File: src/rtl/ping_pkg.sv
// ping_pkg: shared game-state encoding, default screen geometry and centring helpers
package ping_pkg;
  typedef enum logic [1:0] {SERVE = 2'd0, PLAY = 2'd1, HOLD = 2'd2, OVER = 2'd3} game_state_t;
  localparam int SCREEN_W_DEF  = 640;
  localparam int SCREEN_H_DEF  = 480;
  localparam int BALL_SIZE_DEF = 8;
  localparam int PAD_W_DEF     = 64;
  function automatic int center(input int extent, input int size);
    return (extent - size) / 2;
  endfunction
  localparam int CENTER_X = center(SCREEN_W_DEF, BALL_SIZE_DEF);
  localparam int CENTER_Y = center(SCREEN_H_DEF, BALL_SIZE_DEF);
endpackage

File: src/rtl/ping_game_engine_if.sv
// ping_game_engine_if: frame tick, player controls and drawn positions/scores
interface ping_game_engine_if;
  logic       frame_tick;
  logic       up_left;
  logic       up_right;
  logic       dn_left;
  logic       dn_right;
  logic       serve;
  logic [9:0] ballx;
  logic [8:0] bally;
  logic [9:0] padup;
  logic [9:0] padwn;
  logic [3:0] score_up;
  logic [3:0] score_dn;
  logic [1:0] game_state;
  modport master (
    output frame_tick, up_left, up_right, dn_left, dn_right, serve,
    input  ballx, bally, padup, padwn, score_up, score_dn, game_state
  );
  modport slave (
    input  frame_tick, up_left, up_right, dn_left, dn_right, serve,
    output ballx, bally, padup, padwn, score_up, score_dn, game_state
  );
endinterface

File: src/rtl/paddle_ctrl.sv
// paddle_ctrl: per-frame paddle stepping from two buttons, clamped to the screen
module paddle_ctrl #(
  parameter int STEP = 4,
  parameter int MAX  = 576,
  parameter int INIT = 288
) (
  input  logic       pixel_clock,
  input  logic       reset,
  input  logic       frame_tick,
  input  logic       freeze,
  input  logic       left,
  input  logic       right,
  output logic [9:0] pos
);
  localparam logic signed [10:0] S = 11'(STEP);
  localparam logic signed [10:0] M = 11'(MAX);
  logic signed [10:0] cur, stp, nxt;
  always_comb begin
    cur = signed'({1'b0, pos});
    stp = (left && !right) ? cur - S : (right && !left) ? cur + S : cur;
    nxt = stp < 11'sd0 ? 11'sd0 : stp > M ? M : stp;
  end
  always_ff @(posedge pixel_clock or posedge reset)
    if (reset) pos <= 10'(INIT);
    else if (frame_tick && !freeze) pos <= nxt[9:0];
endmodule

File: src/rtl/ping_game_engine.sv
// ping_game_engine: per-frame paddle, ball, bounce, scoring and serve/hold/over sequencing
module ping_game_engine import ping_pkg::*; #(
  parameter int SCREEN_W    = SCREEN_W_DEF,
  parameter int SCREEN_H    = SCREEN_H_DEF,
  parameter int BALL_SIZE   = BALL_SIZE_DEF,
  parameter int PAD_W       = PAD_W_DEF,
  parameter int PAD_H       = 8,
  parameter int PAD_TOP_Y   = 16,
  parameter int PAD_BOT_Y   = 456,
  parameter int PAD_STEP    = 4,
  parameter int BALL_STEP   = 2,
  parameter int HOLD_FRAMES = 60,
  parameter int WIN_SCORE   = 9
) (
  input logic               pixel_clock,
  input logic               reset,
  ping_game_engine_if.slave bus
);
  localparam int HW = $clog2(HOLD_FRAMES + 1);
  localparam logic signed [10:0] BSTEP    = 11'(BALL_STEP);
  localparam logic signed [10:0] BSZ      = 11'(BALL_SIZE);
  localparam logic signed [10:0] PW       = 11'(PAD_W);
  localparam logic signed [10:0] XMAX     = 11'(SCREEN_W - BALL_SIZE);
  localparam logic signed [10:0] YMAX     = 11'(SCREEN_H - BALL_SIZE);
  localparam logic signed [10:0] TOP_LIM  = 11'(PAD_TOP_Y + PAD_H);
  localparam logic signed [10:0] BOT_Y    = 11'(PAD_BOT_Y);
  localparam logic signed [10:0] BOT_REST = 11'(PAD_BOT_Y - BALL_SIZE);
  localparam logic [9:0] CX = 10'(center(SCREEN_W, BALL_SIZE));
  localparam logic [8:0] CY = 9'(center(SCREEN_H, BALL_SIZE));
  localparam logic [HW-1:0] HOLD_LAST = HW'(HOLD_FRAMES - 1);
  localparam logic [3:0] WIN = 4'(WIN_SCORE);

  game_state_t        state, state_n;
  logic [9:0]         ballx, ballx_n, padup, padwn;
  logic [8:0]         bally, bally_n;
  logic               dx, dx_n, dy, dy_n;
  logic [3:0]         score_up, su_n, score_dn, sd_n;
  logic [HW-1:0]      hold_cnt, hold_n;
  logic signed [10:0] bx, by, pu, pd, nx, ny;
  logic               hit_up, hit_dn;

  paddle_ctrl #(.STEP(PAD_STEP), .MAX(SCREEN_W - PAD_W), .INIT(center(SCREEN_W, PAD_W))) u_pad_up (
    .pixel_clock(pixel_clock), .reset(reset), .frame_tick(bus.frame_tick), .freeze(state == OVER),
    .left(bus.up_left), .right(bus.up_right), .pos(padup)
  );

  paddle_ctrl #(.STEP(PAD_STEP), .MAX(SCREEN_W - PAD_W), .INIT(center(SCREEN_W, PAD_W))) u_pad_dn (
    .pixel_clock(pixel_clock), .reset(reset), .frame_tick(bus.frame_tick), .freeze(state == OVER),
    .left(bus.dn_left), .right(bus.dn_right), .pos(padwn)
  );

  // Collision tests use the paddle positions from before this tick's paddle update
  always_comb begin
    bx      = signed'({1'b0, ballx});
    by      = signed'({2'b0, bally});
    pu      = signed'({1'b0, padup});
    pd      = signed'({1'b0, padwn});
    nx      = dx ? bx - BSTEP : bx + BSTEP;
    ny      = dy ? by - BSTEP : by + BSTEP;
    hit_up  = ny <= TOP_LIM && by >= TOP_LIM && bx + BSZ > pu && bx < pu + PW;
    hit_dn  = ny + BSZ >= BOT_Y && by + BSZ <= BOT_Y && bx + BSZ > pd && bx < pd + PW;
    state_n = state;
    ballx_n = ballx;
    bally_n = bally;
    dx_n    = dx;
    dy_n    = dy;
    su_n    = score_up;
    sd_n    = score_dn;
    hold_n  = hold_cnt;
    case (state)
      SERVE: begin
        ballx_n = CX;
        bally_n = CY;
        state_n = bus.serve ? PLAY : SERVE;
      end
      PLAY: begin
        ballx_n = nx < 11'sd0 ? 10'd0 : nx > XMAX ? XMAX[9:0] : nx[9:0];
        dx_n    = (nx < 11'sd0 || nx > XMAX) ? ~dx : dx;
        if (dy) begin
          if (hit_up) begin
            bally_n = TOP_LIM[8:0];
            dy_n    = 1'b0;
          end else if (ny < 11'sd0) begin
            bally_n = 9'd0;
            sd_n    = score_dn + 4'd1;
            state_n = HOLD;
            hold_n  = '0;
            dy_n    = 1'b1;
          end else bally_n = ny[8:0];
        end else begin
          if (hit_dn) begin
            bally_n = BOT_REST[8:0];
            dy_n    = 1'b1;
          end else if (ny > YMAX) begin
            bally_n = YMAX[8:0];
            su_n    = score_up + 4'd1;
            state_n = HOLD;
            hold_n  = '0;
            dy_n    = 1'b0;
          end else bally_n = ny[8:0];
        end
      end
      HOLD: begin
        hold_n = hold_cnt + 1'b1;
        if (hold_cnt == HOLD_LAST) begin
          state_n = (score_up == WIN || score_dn == WIN) ? OVER : SERVE;
          ballx_n = (score_up == WIN || score_dn == WIN) ? ballx : CX;
          bally_n = (score_up == WIN || score_dn == WIN) ? bally : CY;
        end
      end
      default: begin
        if (bus.serve) begin
          su_n    = 4'd0;
          sd_n    = 4'd0;
          ballx_n = CX;
          bally_n = CY;
          state_n = SERVE;
        end
      end
    endcase
  end

  always_ff @(posedge pixel_clock or posedge reset)
    if (reset) begin
      state    <= SERVE;
      ballx    <= CX;
      bally    <= CY;
      dx       <= 1'b0;
      dy       <= 1'b0;
      score_up <= 4'd0;
      score_dn <= 4'd0;
      hold_cnt <= '0;
    end else if (bus.frame_tick) begin
      state    <= state_n;
      ballx    <= ballx_n;
      bally    <= bally_n;
      dx       <= dx_n;
      dy       <= dy_n;
      score_up <= su_n;
      score_dn <= sd_n;
      hold_cnt <= hold_n;
    end

  assign bus.ballx      = ballx;
  assign bus.bally      = bally;
  assign bus.padup      = padup;
  assign bus.padwn      = padwn;
  assign bus.score_up   = score_up;
  assign bus.score_dn   = score_dn;
  assign bus.game_state = state;
endmodule

File: src/flat_wrapper.sv
// flat-port wrapper written by rule: the top's interface ports become plain ports
module ping_game_engine_flat import ping_pkg::*;
#(
  parameter int SCREEN_W    = SCREEN_W_DEF,
  parameter int SCREEN_H    = SCREEN_H_DEF,
  parameter int BALL_SIZE   = BALL_SIZE_DEF,
  parameter int PAD_W       = PAD_W_DEF,
  parameter int PAD_H       = 8,
  parameter int PAD_TOP_Y   = 16,
  parameter int PAD_BOT_Y   = 456,
  parameter int PAD_STEP    = 4,
  parameter int BALL_STEP   = 2,
  parameter int HOLD_FRAMES = 60,
  parameter int WIN_SCORE   = 9
)
  (pixel_clock, reset, bus_frame_tick, bus_up_left, bus_up_right, bus_dn_left, bus_dn_right, bus_serve, bus_ballx, bus_bally, bus_padup, bus_padwn, bus_score_up, bus_score_dn, bus_game_state);
  ping_game_engine_if bus_i ();
  input logic pixel_clock;
  input logic reset;
  input wire logic [$bits(bus_i.frame_tick)-1:0] bus_frame_tick;
  input wire logic [$bits(bus_i.up_left)-1:0] bus_up_left;
  input wire logic [$bits(bus_i.up_right)-1:0] bus_up_right;
  input wire logic [$bits(bus_i.dn_left)-1:0] bus_dn_left;
  input wire logic [$bits(bus_i.dn_right)-1:0] bus_dn_right;
  input wire logic [$bits(bus_i.serve)-1:0] bus_serve;
  output wire logic [$bits(bus_i.ballx)-1:0] bus_ballx;
  output wire logic [$bits(bus_i.bally)-1:0] bus_bally;
  output wire logic [$bits(bus_i.padup)-1:0] bus_padup;
  output wire logic [$bits(bus_i.padwn)-1:0] bus_padwn;
  output wire logic [$bits(bus_i.score_up)-1:0] bus_score_up;
  output wire logic [$bits(bus_i.score_dn)-1:0] bus_score_dn;
  output wire logic [$bits(bus_i.game_state)-1:0] bus_game_state;
  assign bus_i.frame_tick = bus_frame_tick;
  assign bus_i.up_left = bus_up_left;
  assign bus_i.up_right = bus_up_right;
  assign bus_i.dn_left = bus_dn_left;
  assign bus_i.dn_right = bus_dn_right;
  assign bus_i.serve = bus_serve;
  assign bus_ballx = bus_i.ballx;
  assign bus_bally = bus_i.bally;
  assign bus_padup = bus_i.padup;
  assign bus_padwn = bus_i.padwn;
  assign bus_score_up = bus_i.score_up;
  assign bus_score_dn = bus_i.score_dn;
  assign bus_game_state = bus_i.game_state;
  ping_game_engine #(.SCREEN_W(SCREEN_W), .SCREEN_H(SCREEN_H), .BALL_SIZE(BALL_SIZE), .PAD_W(PAD_W), .PAD_H(PAD_H), .PAD_TOP_Y(PAD_TOP_Y), .PAD_BOT_Y(PAD_BOT_Y), .PAD_STEP(PAD_STEP), .BALL_STEP(BALL_STEP), .HOLD_FRAMES(HOLD_FRAMES), .WIN_SCORE(WIN_SCORE)) u_core (.pixel_clock(pixel_clock), .reset(reset), .bus(bus_i));
endmodule
File: config.mk
export PLATFORM = sky130hd
export DESIGN_NAME = ping_game_engine_flat
export DESIGN_NICKNAME = d
export VERILOG_FILES = /design/src/rtl/ping_pkg.sv /design/src/rtl/ping_game_engine_if.sv /design/src/rtl/paddle_ctrl.sv /design/src/rtl/ping_game_engine.sv /design/src/flat_wrapper.sv
export SDC_FILE = /design/constraint.sdc
export NUM_CORES = 1
export LEC_CHECK = 0
export ABC_CLOCK_PERIOD_IN_PS = 4500
export BUFFER_PORTS_ARGS = -buffer_cell sky130_fd_sc_hd__buf_4
export CAP_MARGIN = 20
export CORE_ASPECT_RATIO = 0.75
export CORE_MARGIN = 2
export CORE_UTILIZATION = 50
export DETAILED_ROUTE_END_ITERATION = 10
export PLACE_DENSITY = 0.69
export SYNTH_ARGS = -nofsm -noshare
export SYNTH_HDL_FRONTEND = slang
export SYNTH_HIERARCHICAL = 1
export SYNTH_SLANG_ARGS = --single-unit
File: constraint.sdc
create_clock -name pixel_clock -period 4.5 [get_ports pixel_clock]
set_clock_uncertainty 0.05 [all_clocks]
set_input_delay 0.225 -clock pixel_clock [delete_from_list [all_inputs] [get_ports pixel_clock]]
set_output_delay 0.225 -clock pixel_clock [all_outputs]
set_load 0.01 [all_outputs]
; ---- After elaboration in Yosys (flattened, before gate mapping)
; Cells that the tools add are included.
[totals]
rom_bits = 0
output_inout_bits = 49
wordCells = 145
latchBits = 0
mem_bits_rw = 0
regBits = 57
inputBits = 8
mem_count = 0
[classes]
muxes = 53
n_reduce_logical = 30
n_shift = 0
mul = 0
eq_ne = 18
n_div = 0
addsub = 16
order_cmp = 16
n_bitwise = 2
[ops]
columns = op, count
row1 = $mux W10, 9
row2 = $mux W9, 8
row3 = $mux W11, 6
row4 = $lt A11 B1 Y1 const B, 4
row5 = $gt A11 B11 Y1 const B, 3
row6 = $mux W6, 5
row7 = $pmux W10 S3, 1
row8 = $mux W4, 7
row9 = $pmux W9 S3, 1
row10 = $add A10 B3 Y11 const B, 2
row11 = $add A10 B7 Y11 const B, 2
row12 = $gt A11 B11 Y1, 2
row13 = $lt A11 B11 Y1, 2
row14 = $sub A10 B3 Y11 const B, 2
row15 = $reduce_and A6 Y1, 3
row16 = $mux W2, 8
row17 = $pmux W4 S2, 2
row18 = $pmux W6 S2, 1
row19 = $add A10 B2 Y11 const B, 1
row20 = $add A10 B4 Y11 const B, 1
row21 = $add A11 B5 Y11 const B, 1
row22 = $ge A11 B10 Y1 const B, 1
row23 = $gt A11 B10 Y1 const B, 1
row24 = $le A11 B10 Y1 const B, 1
row25 = 31 further kinds, 61

; ---- Longest topological paths before layout
; Gate-level depths: netlist of the first run.
[logic_depth]
depth_word = 10
depth_mapped = 14
depth_no_buf = 14

; ---- Cells and area by module
; Netlist of the first run, hierarchy kept.
[by_module_without_submodules]
columns = mod, n_inst, area_each_um2, seq_area_each_um2, cells_each
row1 = ping_game_engine, 1, 3920.0, 888.4, 467
row2 = paddle_ctrl, 2, 845.8, 202.7, 100

; ---- Least setup slack after synthesis of the first run
; OpenSTA, ideal clock, no wires.
[synth_timing]
path_type = register to register
startpoint = reg u_core.ballx[3] (netlist: u_core/bus.ballx[3])
endpoint = reg u_core.score_dn[0] (netlist: u_core/bus.score_dn[0])
synth_period_minus_slack_ns = 3.212
path_buffers = 0
path_stages_with_launch = 12
arrival_time_ns = 3.037
setup_ns = 0.125
path_slack_ns = 1.288
required_ns = 4.325
path_cell_list = dfstp_2 ha_1 xor2_1 ha_1 a21o_1 a21oi_1 a31oi_1 a211o_1 a31oi_1 o211ai_1 a21oi_2 mux2_2
[synth_via]
elab_chain_cells = 6
elab_cells_between_ends = 7
cone_classes = add/sub (1) / order compare (2) / eq/ne (1) / reduce/logical (3)
[synth_lines]
columns = element, line_no
row1 = start: declaration, ping_game_engine.sv:34  ; logic [9:0] ballx, ballx_n, padup, padwn;
row2 = start signal: assignment, ping_game_engine.sv:135  ; ballx <= ballx_n;
row3 = $add A10 B4 Y11, ping_game_engine.sv:60  ; hit_up = ny <= TOP_LIM && by >= TOP_LIM && bx + BSZ > pu && bx < pu + PW;
row4 = $gt A11 B11 Y1, ping_game_engine.sv:60
row5 = $logic_and A1 B1 Y1, ping_game_engine.sv:60
row6 = $logic_and A1 B1 Y1 *, ping_game_engine.sv:60
row7 = $ne A2 B2 Y1 (no line) *, --
row8 = $reduce_and A6 Y1 (no line) *, --
row9 = end signal: assignment, ping_game_engine.sv:140  ; score_dn <= sd_n;
row10 = end: declaration, ping_game_engine.sv:37  ; logic [3:0] score_up, su_n, score_dn, sd_n;
; Every way passes the cells marked *; elsewhere a longest branch is shown, timed or not.
; A chain may end at the register's enable or synchronous reset.

; ---- Worst setup path after layout of the first run
[layout_timing]
startpoint = reg u_core.ballx[4] (netlist: u_core/bus.ballx[4])
endpoint = reg u_core.score_dn[2] (netlist: u_core/bus.score_dn[2])
; The elaborated chain is that of the path after synthesis.

==> run summary, run 1 <==
The worst-skew pair later-pin latency is 0.30 ns. The final hold violation count is 0. The area of the mapped netlist came out at 5610 um^2. The starting DRC count in detailed routing came out at 410.

The number of flops mapped to enable cells by yosys came out at 0. The tightest min-delay check is of the in -> reg type. The count of antenna diodes in the layout is 0. The power per cell area is 688 nW/um^2. By area the synthesized netlist is led by sky130_fd_sc_hd__dfrtp_1 16%, sky130_fd_sc_hd__ha_1 13%, sky130_fd_sc_hd__dfstp_2 6.6%.

After detailed routing, the total wire length is 14800 um. The critical path required time came out at 4.64 ns. For this run, the total global-route usage over all layers was measured as 25.1%. The height of the die came out at 95.7 um.

The average size of a mapped cell came out at 8.41 um^2. The sum of overflow across all layers after global routing is 0. The count of standard-cell rows is 33.

The initial antenna violation count is 0. After detailed routing, the number of remaining DRC violations is 0. 57 I/O pins were placed. Of the synthesized area, sequential elements account for 23.1%. Entering global routing, the biggest net connects 36 pins. The maximum net fanout on the critical path came out at 8.

The total die area is 12100 um^2. The number of cells after detailed placement came out at 834. The leakage power of the design came out at 2.71 nW. The final worst-path cycle share came out at 80.5%. The timing-limited maximum frequency came out at 0.276 GHz. The number of max-slew violations in the final report is 0. In the routed layout, each cell is associated on average with a via count of 6.16.

The share of synthesized flip-flops with an asynchronous set or reset is 100%. Leaving out fill and tap cells, the most frequent cells in the layout are 57 x sky130_fd_sc_hd__ha_1, 53 x sky130_fd_sc_hd__nand2_1, 51 x sky130_fd_sc_hd__buf_4, 47 x sky130_fd_sc_hd__inv_1, 44 x sky130_fd_sc_hd__nor2_1. The total vias in the final route is 5196. Setup violations remaining at the end of the flow were counted as 0.

The first TritonRoute pass finished after 4 iterations. The number of buffers created by CTS came out at 5. For this run, the leading register cell type out of synthesis is sky130_fd_sc_hd__dfrtp_1. The number of flip-flops and latches in the synthesized netlist is 51.

The floorplan core area is 10900 um^2. Buffers inserted to repair hold after CTS numbered 1. The relative max-transition margin is 44.6%. The type of destination of the critical path is a flop.

The number of post-CTS setup repair buffers is 0. The clock net sink count is 51. The library cell with the largest summed area after synthesis is sky130_fd_sc_hd__dfrtp_1. The number of warnings printed during yosys synthesis came out at 6. Setup repair after global routing left no endpoint under its margin. At the pin with the least slew margin, the transition time is 0.823 ns. The setup slack on the worst flop-to-flop path is 0.88 ns.

Data arrives at the worst endpoint at 3.76 ns. The number of routed nets with antenna violations came out at 0. Counting I/O delays and the setup requirement, the final critical path takes 3.62 ns. The non-filler instance count after layout came out at 843. The worst setup path is of the reg -> reg kind. The most common library cell in the layout ignoring fill and taps is sky130_fd_sc_hd__ha_1. Max-cap violations in this run came to 0. TritonCTS built the clock tree. The final sum of negative setup slack is 0 ns. The via count of the first global-routing pass came out at 4800.

Synthesis produced a netlist whose cell count is 667. The initial core utilization came out at 51.3%. The sequential standard cell area came out at 1290 um^2.

The largest voltage drop on the vdd net is 270 uV. The multi-input combinational cells in the finished layout cover a total of 3950 um^2. The final weighted congestion in routability-driven placement is 0.902.

STA classifies the critical path startpoint as a flop. The wire length of the first global-routing pass came out at 24600 um. The unique cell type count in the Yosys netlist came out at 99. The average wire per cell in the routed design is 17.6 um. From left edge to right edge, the die measures 126 um. The total number of nets in the final design is 768. The number of gates resized after CTS was 0. The growth of design area from synthesis to finish came out at 9.61%.

The clock passes through at most 2 buffers. The share of final-layout standard cells stronger than drive strength 1 came out at 17.8%. Detailed placement finished with a half-perimeter wire length of 11200 um. The run finished with clean final reports. In this run the tool buffered the top-level ports with 50 buffer cells. The count of H-tree levels built during CTS came out at 2.

The count of filler cells inserted in the layout came out at 998. After clock tree synthesis, the clock-pin slew on the worst setup and hold paths is 0.07 ns. The top cell type's share of synthesized area is 16.5%. In this run the clock root is driven by a sky130_fd_sc_hd__clkbuf_16.
[state kept, by name, indices dropped and copies added, names as in the netlist]
| register | count |
|---|---|
| u_core/bus.ballx | 9 |
| u_core/bus.bally | 8 |
| u_core/u_pad_dn/pos | 8 |
| u_core/u_pad_up/pos | 8 |
| u_core/hold_cnt | 6 |
| u_core/bus.score_dn | 4 |
| u_core/bus.score_up | 4 |
| u_core/bus.game_state | 2 |
| u_core/dx | 1 |
| u_core/dy | 1 |
[through the flow]
| step | setup slack (ns) | cell area, um^2 | hold slack, ns | util [%] | power, mW |
|---|---|---|---|---|---|
| global route | 0.625 | 6150 | 0.235 | 56.2 | 4.65 |
| CTS | 0.916 | 6150 | 0.208 | 56.2 | 4.21 |
| global placement | 1.01 | 5980 | 0.156 | 54.7 | 3.72 |
| finish | 0.879 | 6150 | 0.221 | 56.2 | 4.23 |
| floorplan | 1.29 | 5620 | -0.0108 | - | 3.05 |
| detailed placement | 0.939 | 5980 | 0.174 | 54.7 | 3.78 |
[layer usage]
| metal | global-route usage, % | vias up | part of all wire [%] |
|---|---|---|---|
| met5 | 0 | - | 0 |
| met4 | 5.22 | 0 | 1.5 |
| met3 | 3.61 | 22 | 5.2 |
| met2 | 38.8 | 165 | 43 |
| met1 | 37.4 | 2471 | 51 |
| li1 | - | 2538 | - |
[synth_stat cells, drive strengths merged (9+ instances only)]
| cell type | number |
|---|---|
| xor2 | 12 |
| dfrtp | 37 |
| nor2 | 45 |
| or4 | 9 |
| a211oi | 9 |
| inv | 47 |
| buf | 19 |
| o22ai | 10 |
| a21oi | 34 |
| ha | 57 |
| nand2b | 17 |
| dfstp | 14 |
| a21o | 14 |
| nand3 | 36 |
| nand2 | 54 |
| nor3 | 9 |
| o21ai | 45 |
| xnor2 | 21 |
| nand3b | 12 |
| a31oi | 14 |
[power breakdown]
part	switching [mW]	internal, mW	leakage, nW	total [mW]
Sequential	0.465	0.661	0.611	1.13
Clock	0.176	0.237	0.0761	0.413
Combinational	1.50	1.19	2.02	2.70
Total	2.14	2.09	2.71	4.23
[area by class of cell]
type / count / area share (%)
Multi-Input combinational cell: 544 / 64.2
Sequential cell: 51 / 21.0
Timing Repair Buffer: 52 / 6.39
Inverter: 48 / 2.93
Tap cell: 140 / 2.85
Clock buffer: 7 / 2.48
Clock inverter: 1 / 0.122
[cells by family (layout without fill, tap and decap cells)]
family / Yosys count / after routing / synth area share (%)
AOI/OAI and AO/OA: 197 / 197 / 25.3
xor gates and xnor gates: 33 / 33 / 5.49
adders and majority gates: 58 / 58 / 13.1
buffers and inverters: 75 / 108 / 6.78
DFF: 51 / 51 / 23.1
muxes: 5 / 5 / 0.936
other: 3 / 6 / 0.201
and+or+nand+nor: 245 / 245 / 25.2
[worst paths after layout]
path,from,to,depth (start not counted)
setup / recovery,u_core/bus.ballx[4]$_DFFE_PP1P_,u_core/bus.score_dn[2]$_DFFE_PP0P_,12
hold / removal,bus_frame_tick,u_core/hold_cnt[1]$_DFFE_PP0P_,3
setup reg to reg,u_core/bus.ballx[4]$_DFFE_PP1P_,u_core/bus.score_dn[2]$_DFFE_PP0P_,12
hold reg to reg,u_core/hold_cnt[0]$_DFFE_PP0P_,u_core/hold_cnt[0]$_DFFE_PP0P_,1
max in group asynchronous,reset,u_core/bus.ballx[8]$_DFFE_PP1P_,4
min in group asynchronous,reset,u_core/u_pad_up/pos[6]$_DFFE_PP0P_,3
[worst max-delay path, stage by stage, from the launching register on]
cell and delay, ns:
sky130_fd_sc_hd__dfstp_2 0.61, sky130_fd_sc_hd__ha_1 0.21, sky130_fd_sc_hd__xor2_1 0.22, sky130_fd_sc_hd__ha_1 0.30
sky130_fd_sc_hd__a21o_1 0.19, sky130_fd_sc_hd__a21oi_1 0.15, sky130_fd_sc_hd__a31oi_1 0.10, sky130_fd_sc_hd__a211o_1 0.28
sky130_fd_sc_hd__a31oi_1 0.47, sky130_fd_sc_hd__o211ai_1 0.22, sky130_fd_sc_hd__a21oi_2 0.33, sky130_fd_sc_hd__o21ai_0 0.14
sky130_fd_sc_hd__a22o_1 0.24
(Power assumes the default switching activity.)
==> run 2: changes to the inputs <==
ABC_CLOCK_PERIOD_IN_PS = 3400   (was 4500)
clock period = 3.4 ns   (was 4.5 ns; I/O delays follow)
==> run 2 against run 1 <==
  * Utilization grew 3.9 points
  * Register-to-register slack got worse by 0.80 ns
  * Combinational power increased by 61%
  * First-iteration DRC count grew 29%
  * Routed wire length up 4.4%
  * Sequential share of layout area shrank 1.4 points
  * Sequential power is 9.7% higher
  * Die area stayed put
  * Largest cell class unchanged
==> run summary, run 2 (same netlist as run 1, synthesis figures left out) <==
TritonCTS built the clock tree. The tightest min-delay check is of the in -> reg type. The number of buffers inserted by port buffering is 50.

For this design the top-level I/O count stands at 57. The die covers 12100 um^2. The cell with the largest stage delay on the worst path is sky130_fd_sc_hd__dfstp_2. The final worst-path cycle share came out at 97.6%. The clock-pin slew reported for the worst setup and hold paths after clock tree synthesis is 0.07 ns. After routing the design area is 6580 um^2. The multi-input logic area is 4070 um^2. The count of antenna diodes in the layout came out at 0. The HPWL reported at the end of detailed placement is 11700 um. The worst setup path is captured at a flop. The first detailed-routing pass took 5 iterations. The slew at the pin with the worst max-slew slack is 0.623 ns. The timing-limited maximum frequency is 0.301 GHz. The endpoint of the worst hold path is u_core/hold_cnt[0]$_DFFE_PP0P_. Counting stages on the worst path, the most repeated cell is sky130_fd_sc_hd__nand3_1.

The root buffer cell chosen for the clock tree is sky130_fd_sc_hd__clkbuf_16. The starting DRC count in detailed routing came out at 527. The critical path required time came out at 3.51 ns.

Among cell families on the critical path, the largest total delay comes from simple AND/OR/NAND/NOR gates. Once layout is complete, the cells apart from fillers number 885. The total number of nets in the final design came out at 810. The worst setup path is launched from a flop. At the end of routability-driven placement, the weighted congestion stood at 0.927. The via count of the first global-routing pass is 4923.

The top cell types in the final layout, fill and taps aside, are 91 x sky130_fd_sc_hd__buf_4, 56 x sky130_fd_sc_hd__ha_1, 52 x sky130_fd_sc_hd__nand2_1, 46 x sky130_fd_sc_hd__inv_1, 44 x sky130_fd_sc_hd__nor2_1. The longest clock path from root to sink contains 2 buffers. In this run the critical register-to-register path is captured at u_core/bus.score_up[0]$_DFFE_PP0P_. The critical path goes through ha_4, nand3_1, nor2_1, xor2_1, ha_1, nand3_1, o41ai_1, or4b_4, a311o_2, nand3_4, mux2i_1, o2bb2ai_1. The startpoint of the worst register-to-register path is u_core/bus.ballx[4]$_DFFE_PP1P_. The wire length of the first global-routing pass is 24800 um.

In this run the cell area measured after placement is 6240 um^2. The fraction of met1 tracks used by global routing came out at 38.0%. The setup slack on the worst flop-to-flop path came out at 0.08 ns. The count of H-tree levels built during CTS came out at 2. From synthesis to final layout, the design area changed by 17.2%. The run finished with clean final reports.

The worst stage delay on the critical path came out at 0.59 ns. The count of standard-cell rows came out at 33. The count of unresolved DRC violations after routing is 0. Including well taps, the total number of placed cells is 869.

The number of max-slew violations in the final report is 0. The power per cell area came out at 930 nW/um^2. The final number of setup-violating endpoints is 0. The initial antenna violation count was 0.

The number of cells on the worst reg-to-reg path is 12. The number of buffers and inverters on the critical path is 0. Ranked by flip-flop count, first place goes to u_core/bus.ballx.

In this run the remaining antenna-violating nets after routing total 0. The largest voltage drop on the vdd net came out at 343 uV. The sequential standard cell area came out at 1290 um^2. The height of the die came out at 95.7 um. The sum of overflow across all layers after global routing is 0. The number of buffers created by CTS is 5. Leaving out fill and tap cells, the most frequent cell in the layout is sky130_fd_sc_hd__buf_4.

The global router's overall resource usage is 25.2%. The max-capacitance violation count came out at 0. The count of filler cells inserted in the layout came out at 982. The later pin in the worst-skew pair is clocked with a latency of 0.30 ns.

The x dimension of the die is 126 um. The met2 layer usage reported by global route came out at 39.4%. In this run the most critical hold path is launched from bus_frame_tick. In this run the most used layer during global routing was met2. The number of flip-flops under the largest register name came out at 9. The final sum of negative setup slack is 0 ns.

The via density per instance is 6.19. After detailed routing, the average wire length per cell comes to 17.5 um. Entering global routing, the biggest net connects 36 pins.

Counting instances, the worst hold path has a depth of 3. The leakage power of the design is 2.94 nW. The share of final-layout standard cells stronger than drive strength 1 is 24.3%. Global routing used 2.72% of the available met3 tracks.

The clock net in this run drives a total of 51 sinks. Setup repair after global routing could not meet its margin everywhere. The total vias in the final route came out at 5477. Once the floorplan was initialized, standard cells occupied 51.3% of the core. After floorplanning, the core was sized to cover 10900 um^2. The final critical-path required period came out at 3.32 ns.

The post-detailed-routing wire length is 15500 um. The relative max-transition margin came out at 58.2%. The final hold violation count came out at 0.

The critical path data arrival time came out at 3.43 ns. The worst setup path is of the reg -> reg kind. In this run the worst path has a maximum fanout of 8.
run 2: timing repair:
action | 4_1_cts | 5_1_grt
cloned | 0 | 1
setup buffers | 0 | 6
endpoints found under the setup margin | 7 | 21
endpoints found under the hold margin | 37 | 0
hold buffers | 1 | 0
gates resized for setup | 2 | 21
pin swaps | 1 | 15
run 2: power breakdown:
part | total (mW) | leakage (nW) | internal (mW) | switching, mW
Combinational | 4.35 | 2.26 | 1.91 | 2.43
Sequential | 1.24 | 0.611 | 0.875 | 0.365
Clock | 0.528 | 0.0731 | 0.295 | 0.234
Total | 6.12 | 2.94 | 3.08 | 3.03
run 2: per-stage QoR:
step,worst slack (ns),hold slack [ns],utilization (%),total power [mW]
2_1_floorplan,0.188,-0.0658,-,4.03
3_3_place_gp,0.0234,0.0997,57.1,5.15
3_5_place_dp,-0.0311,0.108,57.1,5.27
4_1_cts,0.0317,0.174,58.7,5.84
5_1_grt,-0.0312,0.202,60.1,6.63
6_report,0.0824,0.188,60.1,6.12
run 2: final cells by class:
cell class | count | area share (%)
multi-input cells | 545 | 61.9
flip-flops and latches | 51 | 19.7
clock buffers | 6 | 2.11
clock inverters | 2 | 0.247
well taps | 140 | 2.66
inverters | 48 | 2.74
repair buffers | 93 | 10.7
run 2: tightest hold or removal path: cells and delay by family:
kind,cells,cell delay (ns)
simple gates,1,0.09
compound gates,1,0.07
buf+inv,1,0.17
run 2: how the worst max path moves through the flow:
stage	slack, ns	cells past startpoint	end	start
2_1_floorplan	0.19	11	u_core/bus.score_dn[0]$_DFFE_PP0P_	u_core/bus.ballx[3]$_DFFE_PP1P_
3_3_place_gp	0.02	12	u_core/hold_cnt[4]$_DFFE_PP0P_	u_core/bus.ballx[4]$_DFFE_PP1P_
3_5_place_dp	-0.03	12	u_core/hold_cnt[4]$_DFFE_PP0P_	u_core/bus.ballx[3]$_DFFE_PP1P_
4_1_cts	0.03	12	u_core/bus.score_up[0]$_DFFE_PP0P_	u_core/bus.ballx[3]$_DFFE_PP1P_
5_1_grt	-0.03	14	u_core/bus.score_dn[2]$_DFFE_PP0P_	u_core/bus.ballx[4]$_DFFE_PP1P_
6_report	0.08	12	u_core/bus.score_up[0]$_DFFE_PP0P_	u_core/bus.ballx[4]$_DFFE_PP1P_
run 2: layer usage:
metal  share of wire [%]  vias up  routed length, um
li1                    -     2623                  -
met1                  49     2649               7590
met2                  45      192               6890
met3                 5.4       13                831
met4                0.99        0                153
met5                   0        -                  0
